[src/rtl/uart_tx_arb_pkg.sv]
// rtl/uart_tx_arb_pkg.sv - shared types, defaults and sizing helper for the uart_tx arbiter
package uart_tx_arb_pkg;

    localparam int DEF_N_REQ    = 4;
    localparam int DEF_DATA_W   = 8;
    localparam int DEF_GAP_CYC  = 32;
    localparam int DEF_START_TO = 1024;

    typedef enum logic [2:0] {
        ST_IDLE,
        ST_GRANT,
        ST_START,
        ST_WAIT_DONE,
        ST_GAP
    } arb_state_t;

    // One counter serves both the start timeout and the gap, so size it for the larger.
    function automatic int cnt_width(input int gap_cyc, input int start_to);
        int m;
        m = (gap_cyc > start_to) ? gap_cyc : start_to;
        return (m < 1) ? 1 : $clog2(m + 1);
    endfunction

endpackage

[src/rtl/uart_tx_arb_if.sv]
// rtl/uart_tx_arb_if.sv - handshake between the arbiter and the shared uart_tx
interface uart_tx_arb_if #(
    parameter int DATA_W = 8
);
    logic              tx_ready;
    logic [DATA_W-1:0] tx_data_o;
    logic              tx_idle;
    logic              tx_bits_ok;

    modport master (
        output tx_ready,
        output tx_data_o,
        input  tx_idle,
        input  tx_bits_ok
    );

    modport slave (
        input  tx_ready,
        input  tx_data_o,
        output tx_idle,
        output tx_bits_ok
    );
endinterface

[src/rtl/uart_tx_arb_rr_pick.sv]
// rtl/uart_tx_arb_rr_pick.sv - combinational round-robin search starting just above owner
module rr_pick #(
    parameter int N_REQ = 4
) (
    input  logic [N_REQ-1:0] req,
    input  logic [2:0]       owner,
    output logic             valid,
    output logic [2:0]       idx
);
    localparam int IDX_W = (N_REQ > 1) ? $clog2(N_REQ) : 1;

    // Visiting owner itself last is what keeps a continuously-requesting owner from starving others.
    always_comb begin
        valid = 1'b0;
        idx   = '0;
        for (int k = 1; k <= N_REQ; k++) begin
            if (!valid && req[IDX_W'((int'(owner) + k) % N_REQ)]) begin
                valid = 1'b1;
                idx   = 3'((int'(owner) + k) % N_REQ);
            end
        end
    end
endmodule

[src/rtl/uart_tx_arb.sv]
// rtl/uart_tx_arb.sv - round-robin scheduler sharing one uart_tx among N_REQ byte requesters
module uart_tx_arb
    import uart_tx_arb_pkg::*;
#(
    parameter int N_REQ    = DEF_N_REQ,
    parameter int DATA_W   = DEF_DATA_W,
    parameter int GAP_CYC  = DEF_GAP_CYC,
    parameter int START_TO = DEF_START_TO
) (
    input  logic                    sys_clk,
    input  logic                    rst,
    input  logic [N_REQ-1:0]        req,
    input  logic [N_REQ*DATA_W-1:0] req_data,
    output logic [N_REQ-1:0]        ack,
    output logic [N_REQ-1:0]        done,
    output logic                    err,
    output logic                    busy,
    output logic [2:0]              owner,
    uart_tx_arb_if.master           tx
);
    localparam int CNT_W = cnt_width(GAP_CYC, START_TO);
    localparam logic [CNT_W-1:0] START_LAST = CNT_W'((START_TO > 0) ? START_TO - 1 : 0);
    localparam logic [CNT_W-1:0] GAP_LAST   = CNT_W'((GAP_CYC > 0) ? GAP_CYC - 1 : 0);

    arb_state_t       state;
    logic [CNT_W-1:0] cnt;
    logic [CNT_W-1:0] cnt_inc;
    logic             pick_valid;
    logic [2:0]       pick_idx;

    assign cnt_inc = (cnt == {CNT_W{1'b1}}) ? cnt : cnt + CNT_W'(1);

    rr_pick #(.N_REQ(N_REQ)) u_pick (
        .req   (req),
        .owner (owner),
        .valid (pick_valid),
        .idx   (pick_idx)
    );

    always_ff @(posedge sys_clk or posedge rst) begin
        if (rst) begin
            state        <= ST_IDLE;
            cnt          <= '0;
            ack          <= '0;
            done         <= '0;
            err          <= 1'b0;
            busy         <= 1'b0;
            owner        <= 3'(N_REQ - 1);
            tx.tx_ready  <= 1'b0;
            tx.tx_data_o <= '0;
        end else begin
            ack  <= '0;
            done <= '0;
            err  <= 1'b0;
            case (state)
                ST_IDLE: begin
                    if (|req && tx.tx_idle) begin
                        state <= ST_GRANT;
                        busy  <= 1'b1;
                    end
                end
                ST_GRANT: begin
                    if (pick_valid) begin
                        owner        <= pick_idx;
                        tx.tx_data_o <= req_data[pick_idx*DATA_W +: DATA_W];
                        ack          <= N_REQ'(1) << pick_idx;
                        cnt          <= '0;
                        state        <= ST_START;
                    end else begin
                        state <= ST_IDLE;
                        busy  <= 1'b0;
                    end
                end
                ST_START: begin
                    if (!tx.tx_idle) begin
                        tx.tx_ready <= 1'b0;
                        state       <= ST_WAIT_DONE;
                    end else if (cnt >= START_LAST) begin
                        tx.tx_ready <= 1'b0;
                        err         <= 1'b1;
                        cnt         <= '0;
                        state       <= ST_GAP;
                    end else begin
                        tx.tx_ready <= 1'b1;
                        cnt         <= cnt_inc;
                    end
                end
                ST_WAIT_DONE: begin
                    // tx_idle returning is a fallback in case the end-of-frame pulse is missed.
                    if (tx.tx_bits_ok || tx.tx_idle) begin
                        done  <= N_REQ'(1) << owner;
                        cnt   <= '0;
                        state <= ST_GAP;
                    end
                end
                ST_GAP: begin
                    if (cnt >= GAP_LAST) begin
                        cnt   <= '0;
                        state <= ST_IDLE;
                        busy  <= 1'b0;
                    end else begin
                        cnt <= cnt_inc;
                    end
                end
                default: begin
                    state       <= ST_IDLE;
                    busy        <= 1'b0;
                    tx.tx_ready <= 1'b0;
                end
            endcase
        end
    end
endmodule
[src/flat_wrapper.sv]
// flat-port wrapper written by rule: the top's interface ports become plain ports
module uart_tx_arb_flat import uart_tx_arb_pkg::*;
#(
    parameter int N_REQ    = DEF_N_REQ,
    parameter int DATA_W   = DEF_DATA_W,
    parameter int GAP_CYC  = DEF_GAP_CYC,
    parameter int START_TO = DEF_START_TO
)
  (sys_clk, rst, req, req_data, ack, done, err, busy, owner, tx_tx_ready, tx_tx_data_o, tx_tx_idle, tx_tx_bits_ok);
  uart_tx_arb_if #(.DATA_W(DATA_W)) tx_i ();
  input  logic sys_clk;
  input  logic rst;
  input  logic [N_REQ-1:0] req;
  input  logic [N_REQ*DATA_W-1:0] req_data;
  output logic [N_REQ-1:0] ack;
  output logic [N_REQ-1:0] done;
  output logic err;
  output logic busy;
  output logic [2:0] owner;
  output wire logic [$bits(tx_i.tx_ready)-1:0] tx_tx_ready;
  output wire logic [$bits(tx_i.tx_data_o)-1:0] tx_tx_data_o;
  input wire logic [$bits(tx_i.tx_idle)-1:0] tx_tx_idle;
  input wire logic [$bits(tx_i.tx_bits_ok)-1:0] tx_tx_bits_ok;
  assign tx_tx_ready = tx_i.tx_ready;
  assign tx_tx_data_o = tx_i.tx_data_o;
  assign tx_i.tx_idle = tx_tx_idle;
  assign tx_i.tx_bits_ok = tx_tx_bits_ok;
  uart_tx_arb #(.N_REQ(N_REQ), .DATA_W(DATA_W), .GAP_CYC(GAP_CYC), .START_TO(START_TO)) u_core (.sys_clk(sys_clk), .rst(rst), .req(req), .req_data(req_data), .ack(ack), .done(done), .err(err), .busy(busy), .owner(owner), .tx(tx_i));
endmodule
[config.mk]
export PLATFORM = sky130hd
export DESIGN_NAME = uart_tx_arb_flat
export DESIGN_NICKNAME = d
export VERILOG_FILES = /design/src/rtl/uart_tx_arb_pkg.sv /design/src/rtl/uart_tx_arb_if.sv /design/src/rtl/uart_tx_arb_rr_pick.sv /design/src/rtl/uart_tx_arb.sv /design/src/flat_wrapper.sv
export SDC_FILE = /design/constraint.sdc
export NUM_CORES = 1
export LEC_CHECK = 0
export BUFFER_PORTS_ARGS = -buffer_cell sky130_fd_sc_hd__buf_2
export CORE_UTILIZATION = 47
export CTS_BUF_LIST = sky130_fd_sc_hd__clkbuf_8
export DETAILED_ROUTE_END_ITERATION = 10
export GPL_ROUTABILITY_DRIVEN = 1
export PLACE_DENSITY = 0.85
export SLEW_MARGIN = 20
export SYNTH_ARGS = -nofsm -noshare
export SYNTH_HDL_FRONTEND = slang
export SYNTH_HIERARCHICAL = 1
export SYNTH_SLANG_ARGS = --single-unit
[constraint.sdc]
create_clock -name sys_clk -period 2.3 [get_ports sys_clk]
set_input_delay 0.115 -clock sys_clk [delete_from_list [all_inputs] [get_ports sys_clk]]
set_output_delay 0.115 -clock sys_clk [all_outputs]
set_load 0.01 [all_outputs]
* Word level (Yosys, flattened, before mapping) *
Cells that the tools add are included.

word-level totals
  register bits after elaboration = 36
  input bits = 40
  output and inout bits = 22
  logic and storage cells = 109

operators by class
  $add $sub $neg = 5
  order comparisons = 6
  equal/unequal tests = 12
  shifts and indexed selects = 3
  muxes and demuxes = 48
  bitwise gates (word level) = 5
  reduce and logical (&&, ||, !) cells = 21

operators with widths
  kind                   number
  $mux 11                6
  $pmux 11 s4            1
  $shiftx 32x7->8        1
  $mux 3                 9
  $mux 1                 20
  $lt 2x4->1 const B     4
  $mux 4                 4
  $pmux 3 s5             1
  $reduce_and 4->1       3
  $add 11x1->11 const B  1
  $eq 11x11->1 const B   1
  $ge 11x10->1 const B   1
  $ge 11x5->1 const B    1
  $reduce_or 2->1        5
  $bmux 1 s2             4
  $ne 2x1->1 const B     4
  $reduce_or 4->1        2
  $shl 1x3->4 const A    2
  $eq 3x2->1 const B     2
  $add 2x1->2 const B    2
  $add 2x2->2 const B    2
  $and 1x1->1 const A    4
  $logic_and 1x1->1      4
  $ne 2x2->1 const B     2
  12 further kinds       14

* Longest topological paths before layout *
Gate-level depths: netlist of the first run.

  depth in word-level cells = 17
  depth in mapped cells = 7

* Hierarchy *
Netlist of the first run, hierarchy kept.

by module, submodules not included
  module       times used  cells an instance  area an instance (sq um)  sequential area each (sq um)
  uart_tx_arb  1           181                1920.6                    903.4
  rr_pick      1           16                 102.6                     0.0

* Least setup slack after synthesis of the first run *
No wires, ideal clock.

  path type = flip-flop to flip-flop
  from = register u_core.owner[1]
  to = register u_core.tx.tx_data_o[1]
  data arrival time = 2250 ps
  data required time = 2179 ps
  path slack = -71 ps
  stages on the path, launching flop included = 7
  path through = dfstp_2 nand2b_1 a21oi_2 o221ai_2 clkbuf_1 mux4_2 a22o_1

between the ends
  longest elaborated chain between the ends = 15
  elaborated cells on any way between the ends = 40

RTL lines
  item                                        line                       text
  start: declaration                          uart_tx_arb.sv:18          output logic [2:0] owner,
  start signal: assignment                    uart_tx_arb.sv:48          owner <= 3'(N_REQ - 1);
  start signal: assignment                    uart_tx_arb.sv:64          owner <= pick_idx;
  $add 2x1->2                                 uart_tx_arb_rr_pick.sv:17  if (!valid && req[IDX_W'((int'(owner) + k) % N_REQ)]) begin
  $bmux 1 s2                                  uart_tx_arb_rr_pick.sv:17
  $mux 1 (implied by the code) (2 in series)  uart_tx_arb_rr_pick.sv:17
  $mux 1                                      uart_tx_arb_rr_pick.sv:17
  $logic_not 1->1                             uart_tx_arb_rr_pick.sv:17
  $logic_and 1x1->1                           uart_tx_arb_rr_pick.sv:17
  $mux 1                                      uart_tx_arb_rr_pick.sv:17
  $logic_not 1->1                             uart_tx_arb_rr_pick.sv:17
  $logic_and 1x1->1                           uart_tx_arb_rr_pick.sv:17
  $mux 1                                      uart_tx_arb_rr_pick.sv:17
  $logic_not 1->1                             uart_tx_arb_rr_pick.sv:17
  $logic_and 1x1->1                           uart_tx_arb_rr_pick.sv:17
  $mux 3 (*)                                  uart_tx_arb_rr_pick.sv:17
  via u_core.pick_idx[0]                      uart_tx_arb.sv:29          logic [2:0] pick_idx;
  $shiftx 32x7->8 (*)                         uart_tx_arb.sv:65          tx.tx_data_o <= req_data[pick_idx*DATA_W +: DATA_W];
  end signal: assignment                      uart_tx_arb.sv:65
  end: declaration                            uart_tx_arb_if.sv:12       output tx_data_o,

The timed path passes the listed nets; every way through them passes the cells marked *. The select of a mux whose other input is x is not followed.
A chain may end at the register's enable or synchronous reset.

* Final worst setup path of the first run *
  from = register u_core.owner[1]
  to = register u_core.tx.tx_data_o[5]

The elaborated chain is that of the path after synthesis.

==> flow_summary.toml, run 1 <==
[logic_synthesis]
yosysSeqAreaShare_pct = 44.7
ys_types = 50
synth_compound_area_share_pct = 19.3
syn_nets = 238
ys_warn_count = 6
synth_top_family_by_area = "simple AND/OR/NAND/NOR gates"
yosys.area_share.xor_xnor_pct = 0
synth_edf_count = 0
netlist_area_mm2 = 0.00202
synth.area.mux_share_pct = 10.5
synth_ff_type = "dfrtp_1"
synth_fa_ha_area_share_pct = 0.618
syn_avg_cell_area_um2 = 10.3
synth_simple_gate_area_share_pct = 20.9
async_flop_share_pct = 100
ys_ff_latch = 36
syn_inst = 197

[worst_setup_path]
slowest_delay_ns = 0.65
start_kind = "flip-flop"
rr_worst_depth = 6
path_cells = "nand2b_1, a21oi_2, o221ai_2, buf_4, mux4_2, a22o_1"
worst-path-max-fanout = 13
crit_type = "flip-flop to flip-flop"
worst-path-buf-inv = 1
worst_setup_path_end_kind = "flip-flop"
cp_slowest_cell = "dfstp_2"
cp.depth = 6
crit_required_ns = 2.49
cpLargestDelayFamily = "flip-flops"
critical_path_arrival_ns = 2.36

[floorplan]
core_mm2 = 0.00406
io_pins = 62
die_y_um = 67.6
dieWidth_um = 67.6
start_util_pct = 49.9
die-area_mm2 = 0.00457
placementRows = 23

[place]
globalplace.congestion = 0.861
io_buffer_count = 61
dpl.cell_count = 304
dpl.hpwl_um = 3610

[power_and_ir_drop]
power.density_mw_per_mm2 = 1040
p_leak_nw = 1.21
vdd_drop_max_uv = 564

[route]
ant_nets = 0
drc = 0
drt_first_pass_iters = 4
wire_per_inst_um = 15.6
vias = 1816
via_per_inst = 5.80
wirelength_um = 4900
drtIter0Drc = 170

[layout]
final_cell_count_no_fill = 313
area_delta_synth_final_pct = 22.8
final_cell_mix = "61 x buf_2, 34 x dfrtp_1, 23 x nand2_1"
final_common_cell = "buf_2"
final_nets = 303
antenna_cells = 0
drive_gt1_share_pct = 36.1
utilization_pct = 61.2

[global_route]
grt-busiest-layer = "met2"
grt.overflow.total = 0
groute.layer.met3.usage_pct = 4.22
grt_max_degree = 37
use_met2_pct = 35.0
grt_pass1_wl_um = 7530
antenna_found_initial = 0
grt_use_met1_pct = 30.4
grt_usage_pct = 22.4
grt_pass1_vias = 1681

[run_status]
status = "finished clean"

[clock_network]
cts_buffers = 5
worstSkewPairLatency_ns = 0.29
cts_sinks = 36
postCtsSetupRepairBufs = 0
cts_tree = "built"
clockBufferDepth = 2
ctsHtreeMaxLevel = 2
cts_root_buffer = "clkbuf_8"
clk_pin_slew_ns = 0.07

[sta]
worst_slew_pin_slew_ns = 0.668
drv_slew = 0
hold_violations = 0
fmax_mhz = 460
rsz0062_at_grt = "no"
fin_crit_sh_pct = 94.6
skew_ns = 0.00637
max_slew_margin_pct = 55.5
finalCriticalPeriod_ns = 2.18
setup_viol = 0

[min_path]
hold_path.class = "input port to flip-flop"
holdPathStages = 3

[job]
drv_cap = 0
[path summary, 6_finish.rpt]
path	from	end	slack [ns]
max	u_core/owner[1]	u_core/tx.tx_data_o[5]	0.12
min	tx_tx_idle	u_core/err	0.18
max reg2reg	u_core/owner[1]	u_core/tx.tx_data_o[5]	0.12
min reg2reg	u_core/tx.tx_ready	u_core/tx.tx_ready	0.48
max in group asynchronous	rst	u_core/owner[1]	1.51
min in group asynchronous	rst	u_core/done[2]	0.46
[where the power goes]
group	switching, mW	total, mW	internal, mW	leakage (nW)
registers	0.200	1.01	0.811	0.479
logic	0.577	1.11	0.536	0.681
clock network	0.232	0.471	0.239	0.0486
[timing repair]
action	in CTS	in global routing
hold buffers	1	0
hold endpoints to repair	34	0
endpoints found under the setup margin	8	0
gates resized for setup	1	0
[final cells by class]
| cell class | count | area [um2] |
|---|---|---|
| Sequential cell | 36 | 903 |
| Tap cell | 50 | 62.6 |
| Timing Repair Buffer | 68 | 360 |
| Inverter | 5 | 18.8 |
| Clock buffer | 6 | 82.6 |
| Fill cell | 336 | 1570 |
| Clock inverter | 2 | 11.3 |
| Multi-Input combinational cell | 146 | 1040 |
[state kept, by name (all words and copies together), names as in the netlist]
signal and count:
u_core/cnt 11, u_core/state 3, u_core/owner 3, u_core/busy 1, u_core/err 1, u_core/tx.tx_ready 1
u_core/done 4, u_core/ack 4, u_core/tx.tx_data_o 8
[metrics by stage]
stage / TNS, ns / cell area (um2) / power [mW] / hold WS, ns / setup WS [ns]
2_1_floorplan: 0 / 2020 / 1.78 / 0.281 / 0.0802
3_3_place_gp: 0 / 2380 / 2.06 / 0.233 / 0.0785
3_5_place_dp: -0.419 / 2380 / 2.12 / 0.234 / -0.0731
4_1_cts: 0 / 2480 / 2.60 / 0.180 / 0.122
5_1_grt: 0 / 2480 / 2.77 / 0.202 / 0.0362
6_report: 0 / 2480 / 2.59 / 0.179 / 0.124
[layer usage]
metal	part of all wire [%]	vias up
li1	-	867
met4	1.2	0
met2	51	60
met1	43	883
met5	0	-
met3	4.3	6
[synth_stat cells, types with 2 or more instances]
cell type  instances  share of area, %
inv_1              5              0.93
nand2b_1           4               1.2
clkbuf_1           4              0.74
mux2i_1            2              0.99
a31oi_1            3              0.93
nor3_1             4              0.99
clkbuf_2           2              0.49
nand4_1            2              0.62
nor4_1             4               1.2
or4_1              3               1.1
nor3b_1            2              0.74
mux4_2             8               8.9
a22o_1            11               4.8
nand2_1           23               4.3
a21oi_1            9               2.2
o21ai_0            8               2.0
nor2b_1            2              0.62
nor2_1            21               3.9
dfstp_2            2               2.6
a41oi_1            3               1.3
buf_6              2               1.1
dfrtp_1           34                42
and3_1             4               1.2
nand3_1            6               1.5
a21o_1             3               1.1
o21ai_1            2              0.49
[kinds of logic (layout without fill, tap and decap cells)]
logic type	after synthesis	after routing
and+or+nand+nor	82	82
AOI/OAI and AO/OA	51	51
DFF	36	36
buffers and inverters	15	81
muxes	11	11
adders and majority gates	1	1
other	1	1
[worst register-to-register path: stages, from the launching register on]
cell	delay, ns
dfstp_2	0.65
nand2b_1	0.16
a21oi_2	0.07
o221ai_2	0.17
buf_4	0.27
mux4_2	0.54
a22o_1	0.21
(Power assumes the default switching activity.)
==> run 2, diff against run 1 <==
CORE_UTILIZATION = 46   (was 47)
CTS_BUF_LIST = unset   (was sky130_fd_sc_hd__clkbuf_8)
PLACE_DENSITY = 0.84   (was 0.85)
==> run 2 against run 1 <==
Compared with the run above:
- hold slack improved by 0.0069 ns
- total power grew 1.7%
- critical path depth did not move
- global-route usage shrank 1.1 points
- final cell count shrank 0.32%
- clock power is 13% higher
- first-iteration DRC count decreased by 7.1%
- register-to-register slack better by 0.06 ns
- clock skew grew 0.0031 ns
- critical path type unchanged
- design area grew 0.25%
- clock-buffer cell count unchanged
==> flow_summary.toml, run 2 (synthesis gave the netlist of run 1 again) <==
[route]
wirelength_um = 4680
drt_first_pass_iters = 4
drtIter0Drc = 158
wire_per_inst_um = 15.0
vias = 1781
via_per_inst = 5.71
drc = 0
ant_nets = 0

[worst_setup_path]
worst-path-max-fanout = 13
start_kind = "flip-flop"
rr_worst_depth = 6
critical_path_arrival_ns = 2.29
worst_setup_path_end_kind = "flip-flop"
reg2reg_from = "u_core/owner[1]"
r2r_end = "u_core/tx.tx_data_o[4]"
crit_type = "flip-flop to flip-flop"
ff2ff_setup_slack_ns = 0.18
crit_required_ns = 2.47

[global_route]
grt_pass1_wl_um = 7140
grt.overflow.total = 0
grt_max_degree = 37
antenna_found_initial = 0
grt_usage_pct = 21.4
grt_pass1_vias = 1541

[layout]
area_delta_synth_final_pct = 23.1
final_nets = 302
final_cell_count_no_fill = 312
reg_top3 = "u_core/cnt: 11 flops, u_core/tx.tx_data_o: 8 flops"
final_common_cell = "buf_2"
n_fill_cell = 365
final_cell_mix = "61 x buf_2, 34 x dfrtp_1, 23 x nand2_1"
antenna_cells = 0
drive_gt1_share_pct = 35.9
top_register = "u_core/cnt"
largest_reg_flops = 11

[floorplan]
die-area_mm2 = 0.00467
dieWidth_um = 68.3
core_mm2 = 0.00412
die_y_um = 68.3
io_pins = 62
start_util_pct = 49.2
placementRows = 23

[clock_network]
clk_pin_slew_ns = 0.07
worstSkewPairLatency_ns = 0.28
clockBufferDepth = 2
cts_buffers = 5
ctsHtreeMaxLevel = 2
cts_root_buffer = "clkbuf_8"
cts_sinks = 36
cts_tree = "built"

[power_and_ir_drop]
p_leak_nw = 1.21
power.density_mw_per_mm2 = 1060
vdd_drop_max_uv = 738

[sta]
drv_slew = 0
setup_viol = 0
fmax_mhz = 472
fin_crit_sh_pct = 92.1
max_slew_margin_pct = 56.2
rsz0062_at_grt = "no"
worst_slack_ns = 0.181
fin_setup_tns_ns = 0
finalCriticalPeriod_ns = 2.12
hold_violations = 0
worst_slew_pin_slew_ns = 0.657
hold_ws_ns = 0.186
skew_ns = 0.00949

[min_path]
hold_path.class = "input port to flip-flop"
worstHoldStart = "tx_tx_idle"
holdPathStages = 3
hold-path-endpoint = "u_core/err"

[place]
dpl.hpwl_um = 3500
globalplace.congestion = 0.852
dp_slack_ns = -0.0123
dpl.cell_count = 303
io_buffer_count = 61

[run_status]
status = "finished clean"

[job]
drv_cap = 0
-- run 2: cell types whose count changed in the layout (fill, tap and decap cells not counted), sizes merged --
| cell | delta |
|---|---|
| bufinv | +1 |
| inv | -1 |
| buf | -1 |
| clkinvlp | -1 |
| clkinv | +1 |
-- run 2: report_power, final --
| part | switching [mW] | total [mW] | internal (mW) |
|---|---|---|---|
| Combinational | 0.563 | 1.10 | 0.532 |
| Clock | 0.211 | 0.533 | 0.321 |
| Sequential | 0.199 | 1.01 | 0.811 |
| Total | 0.974 | 2.64 | 1.66 |
-- run 2: what timing repair did --
action | in CTS | in global routing
endpoints found under the setup margin | 7 | 0
hold buffers | 1 | 0
hold endpoints to repair | 34 | 0
buffers inserted | 0 | 0
resized for setup | 1 | 0
-- run 2: worst max-delay path: stages, from the launching register on --
cell and delay [ns]:
dfstp_2 0.64, nand2b_1 0.15, a21oi_2 0.06, o221ai_2 0.15
buf_4 0.25, mux4_2 0.53, a22o_1 0.22
-- run 2: cell type report --
cell class,instances,area (um2),share of cell area (%)
clock buffer,6,72.6,2.91
clock inverter,2,35.0,1.41
inverter,5,18.8,0.754
multi-input combinational,146,1040,42.0
sequential,36,903,36.3
tap,50,62.6,2.51
timing repair buffer,67,353,14.2
-- run 2: worst max path at each step --
stage,to,from,cells past startpoint
floorplan,u_core/tx.tx_data_o[1],u_core/owner[1],6
detailed placement,u_core/tx.tx_data_o[4],u_core/owner[1],4
finish,u_core/tx.tx_data_o[4],u_core/owner[1],6
CTS,u_core/tx.tx_data_o[4],u_core/owner[1],6
global route,u_core/cnt[3],u_core/cnt[0],6
global placement,u_core/tx.tx_data_o[1],u_core/owner[1],4
-- run 2: per-layer routing --
layer	up-vias	share of wire, %	track usage, %
li1	872	-	-
met1	846	43	29.1
met2	61	50	32.7
met3	2	6.0	5.67
met4	0	0.71	7.03
met5	-	0	0
-- run 2: metrics by stage --
stage	instance area, um2	total power [mW]	utilization [%]
CTS	2490	2.65	60.5
finish	2490	2.64	60.5
floorplan	2020	1.78	-
detailed placement	2370	2.11	57.6
global placement	2370	2.06	57.6
global route	2490	2.82	60.5
==> run 3, diff against run 2 <==
CORE_MARGIN = 5   (was unset)
==> run 3 against run 2 <==
Compared with the run above:
- clock-buffer cell count is 1 higher
- total power is 5.3% higher
- register-to-register slack worse by 0.06 ns
- sequential share of layout area is 0.64 points lower
- global-route usage is 3.8 points lower
- critical path depth is 1 lower
- non-clock buffer count is 2 higher
- design area is 1.8% higher
- highest routed layer unchanged
- largest cell class unchanged
- setup slack worse by 0.065 ns
- combinational power is 5% higher
- sequential cell count stayed put
- first-iteration DRC count is 40% lower
==> flow_summary.toml, run 3 (synthesis gave the netlist of run 1 again) <==
[run_status]
status = "finished clean"

[global_route]
grt_use_met1_pct = 21.3
use_met2_pct = 31.5
grt.overflow.total = 0
grt_pass1_vias = 1901
grt_usage_pct = 17.5
grt-busiest-layer = "met2"
antenna_found_initial = 0
grt_pass1_wl_um = 8590
grt_max_degree = 37
groute.layer.met3.usage_pct = 4.02

[floorplan]
placementRows = 24
die_y_um = 76.3
io_pins = 62
dieWidth_um = 76.3
start_util_pct = 46.8
die-area_mm2 = 0.00582
core_mm2 = 0.00432

[worst_setup_path]
critPathLaunch = "u_core/owner[1]"
crit_required_ns = 2.47
rr_worst_depth = 5
worst-path-max-fanout = 12
worst_setup_path_end_kind = "flip-flop"
start_kind = "flip-flop"
crit_type = "flip-flop to flip-flop"
ff2ff_setup_slack_ns = 0.12
reg2reg_from = "u_core/owner[1]"
critical_path_arrival_ns = 2.36
worstSetupEndpoint = "u_core/tx.tx_data_o[0]"
r2r_end = "u_core/tx.tx_data_o[0]"

[power_and_ir_drop]
vdd_drop_max_uv = 717
p_leak_nw = 1.23
power.density_mw_per_mm2 = 1100

[clock_network]
clockBufferDepth = 2
clk_pin_slew_ns = 0.07
ctsHtreeMaxLevel = 2
cts_sinks = 36
postCtsSetupRepairBufs = 0
cts_root_buffer = "clkbuf_8"
worstSkewPairLatency_ns = 0.28
cts_tree = "built"
cts_buffers = 5

[job]
drv_cap = 0

[sta]
setup_viol = 0
max_slew_margin_pct = 53.4
fmax_mhz = 458
drv_slew = 0
skew_ns = 0.00535
fin_setup_tns_ns = 0
hold_ws_ns = 0.204
hold_violations = 0
rsz0062_at_grt = "no"
worst_slack_ns = 0.117
worst_slew_pin_slew_ns = 0.698
finalCriticalPeriod_ns = 2.18
fin_crit_sh_pct = 94.9

[layout]
n_fill_cell = 383
largest_reg_flops = 11
final_nets = 304
final_common_cell = "buf_2"
multi_input_area_mm2 = 0.00104
utilization_pct = 58.6
register_area_um2 = 903
area_delta_synth_final_pct = 25.3
top_register = "u_core/cnt"
final_cell_mix = "61 x buf_2, 34 x dfrtp_1, 23 x nand2_1"
drive_gt1_share_pct = 36.4
reg_top3 = "u_core/cnt: 11 flops, u_core/tx.tx_data_o: 8 flops"
antenna_cells = 0

[place]
globalplace.congestion = 0.859
dp_slack_ns = 0.120
dpl.hpwl_um = 3650
io_buffer_count = 61

[route]
ant_nets = 0
drc = 0
wirelength_um = 4900
wire_per_inst_um = 15.5
vias = 1787
drtIter0Drc = 95
via_per_inst = 5.66
drt_first_pass_iters = 4

[min_path]
hold_path.class = "input port to flip-flop"
## run 3: cell types whose count changed in the layout (fill, tap and decap cells not counted), sizes merged
| cell | change |
|---|---|
| clkinv | -1 |
| clkbuf | +1 |
| buf | +2 |
## run 3: per-stage QoR
| step | std cells | power (mW) | area, um2 |
|---|---|---|---|
| 4_1_cts | 316 | 2.79 | 2530 |
| 2_1_floorplan | 197 | 1.78 | 2020 |
| 3_3_place_gp | 307 | 2.11 | 2400 |
| 3_5_place_dp | 307 | 2.17 | 2400 |
| 6_report | 316 | 2.78 | 2530 |
| 5_1_grt | 316 | 2.98 | 2530 |
## run 3: cell type report
cell class	instances	share of cell area, %
flip-flops and latches	36	35.6
clock inverters	1	1.18
well taps	52	2.57
clock buffers	7	3.80
multi-input cells	146	41.1
inverters	5	0.740
repair buffers	69	15.0
## run 3: critical path: stages, from the launching register on
cell,delay (ns)
dfstp_2,0.63
a31oi_1,0.11
a21oi_1,0.56
buf_4,0.27
mux4_2,0.30
a22o_1,0.19
## run 3: power breakdown
part           total, mW  leakage, nW  switching [mW]  internal [mW]
clock network      0.608       0.0645           0.226          0.383
logic               1.16        0.690           0.598          0.565
registers           1.00        0.479           0.194          0.811
## run 3: worst min path at each step
stage | from | to | slack (ns) | cells past startpoint
floorplan | rst | u_core/ack[0] | 0.28 | 1
global placement | rst | u_core/cnt[2] | 0.24 | 3
detailed placement | rst | u_core/cnt[2] | 0.24 | 3
CTS | tx_tx_idle | u_core/err | 0.18 | 3
global route | tx_tx_idle | u_core/err | 0.21 | 3
finish | tx_tx_idle | u_core/err | 0.20 | 3
## run 3: routing by layer
metal / routed length (um) / vias up / part of all wire [%]
met5: 0 / - / 0
met4: 18 / 0 / 0.37
met3: 251 / 2 / 5.1
met2: 2590 / 56 / 53
met1: 2040 / 864 / 42
li1: - / 865 / -
## run 3: timing repair
item | in CTS | in global routing
hold endpoints to repair | 34 | 0
gates resized for setup | 0 | 0
hold buffers | 1 | 0
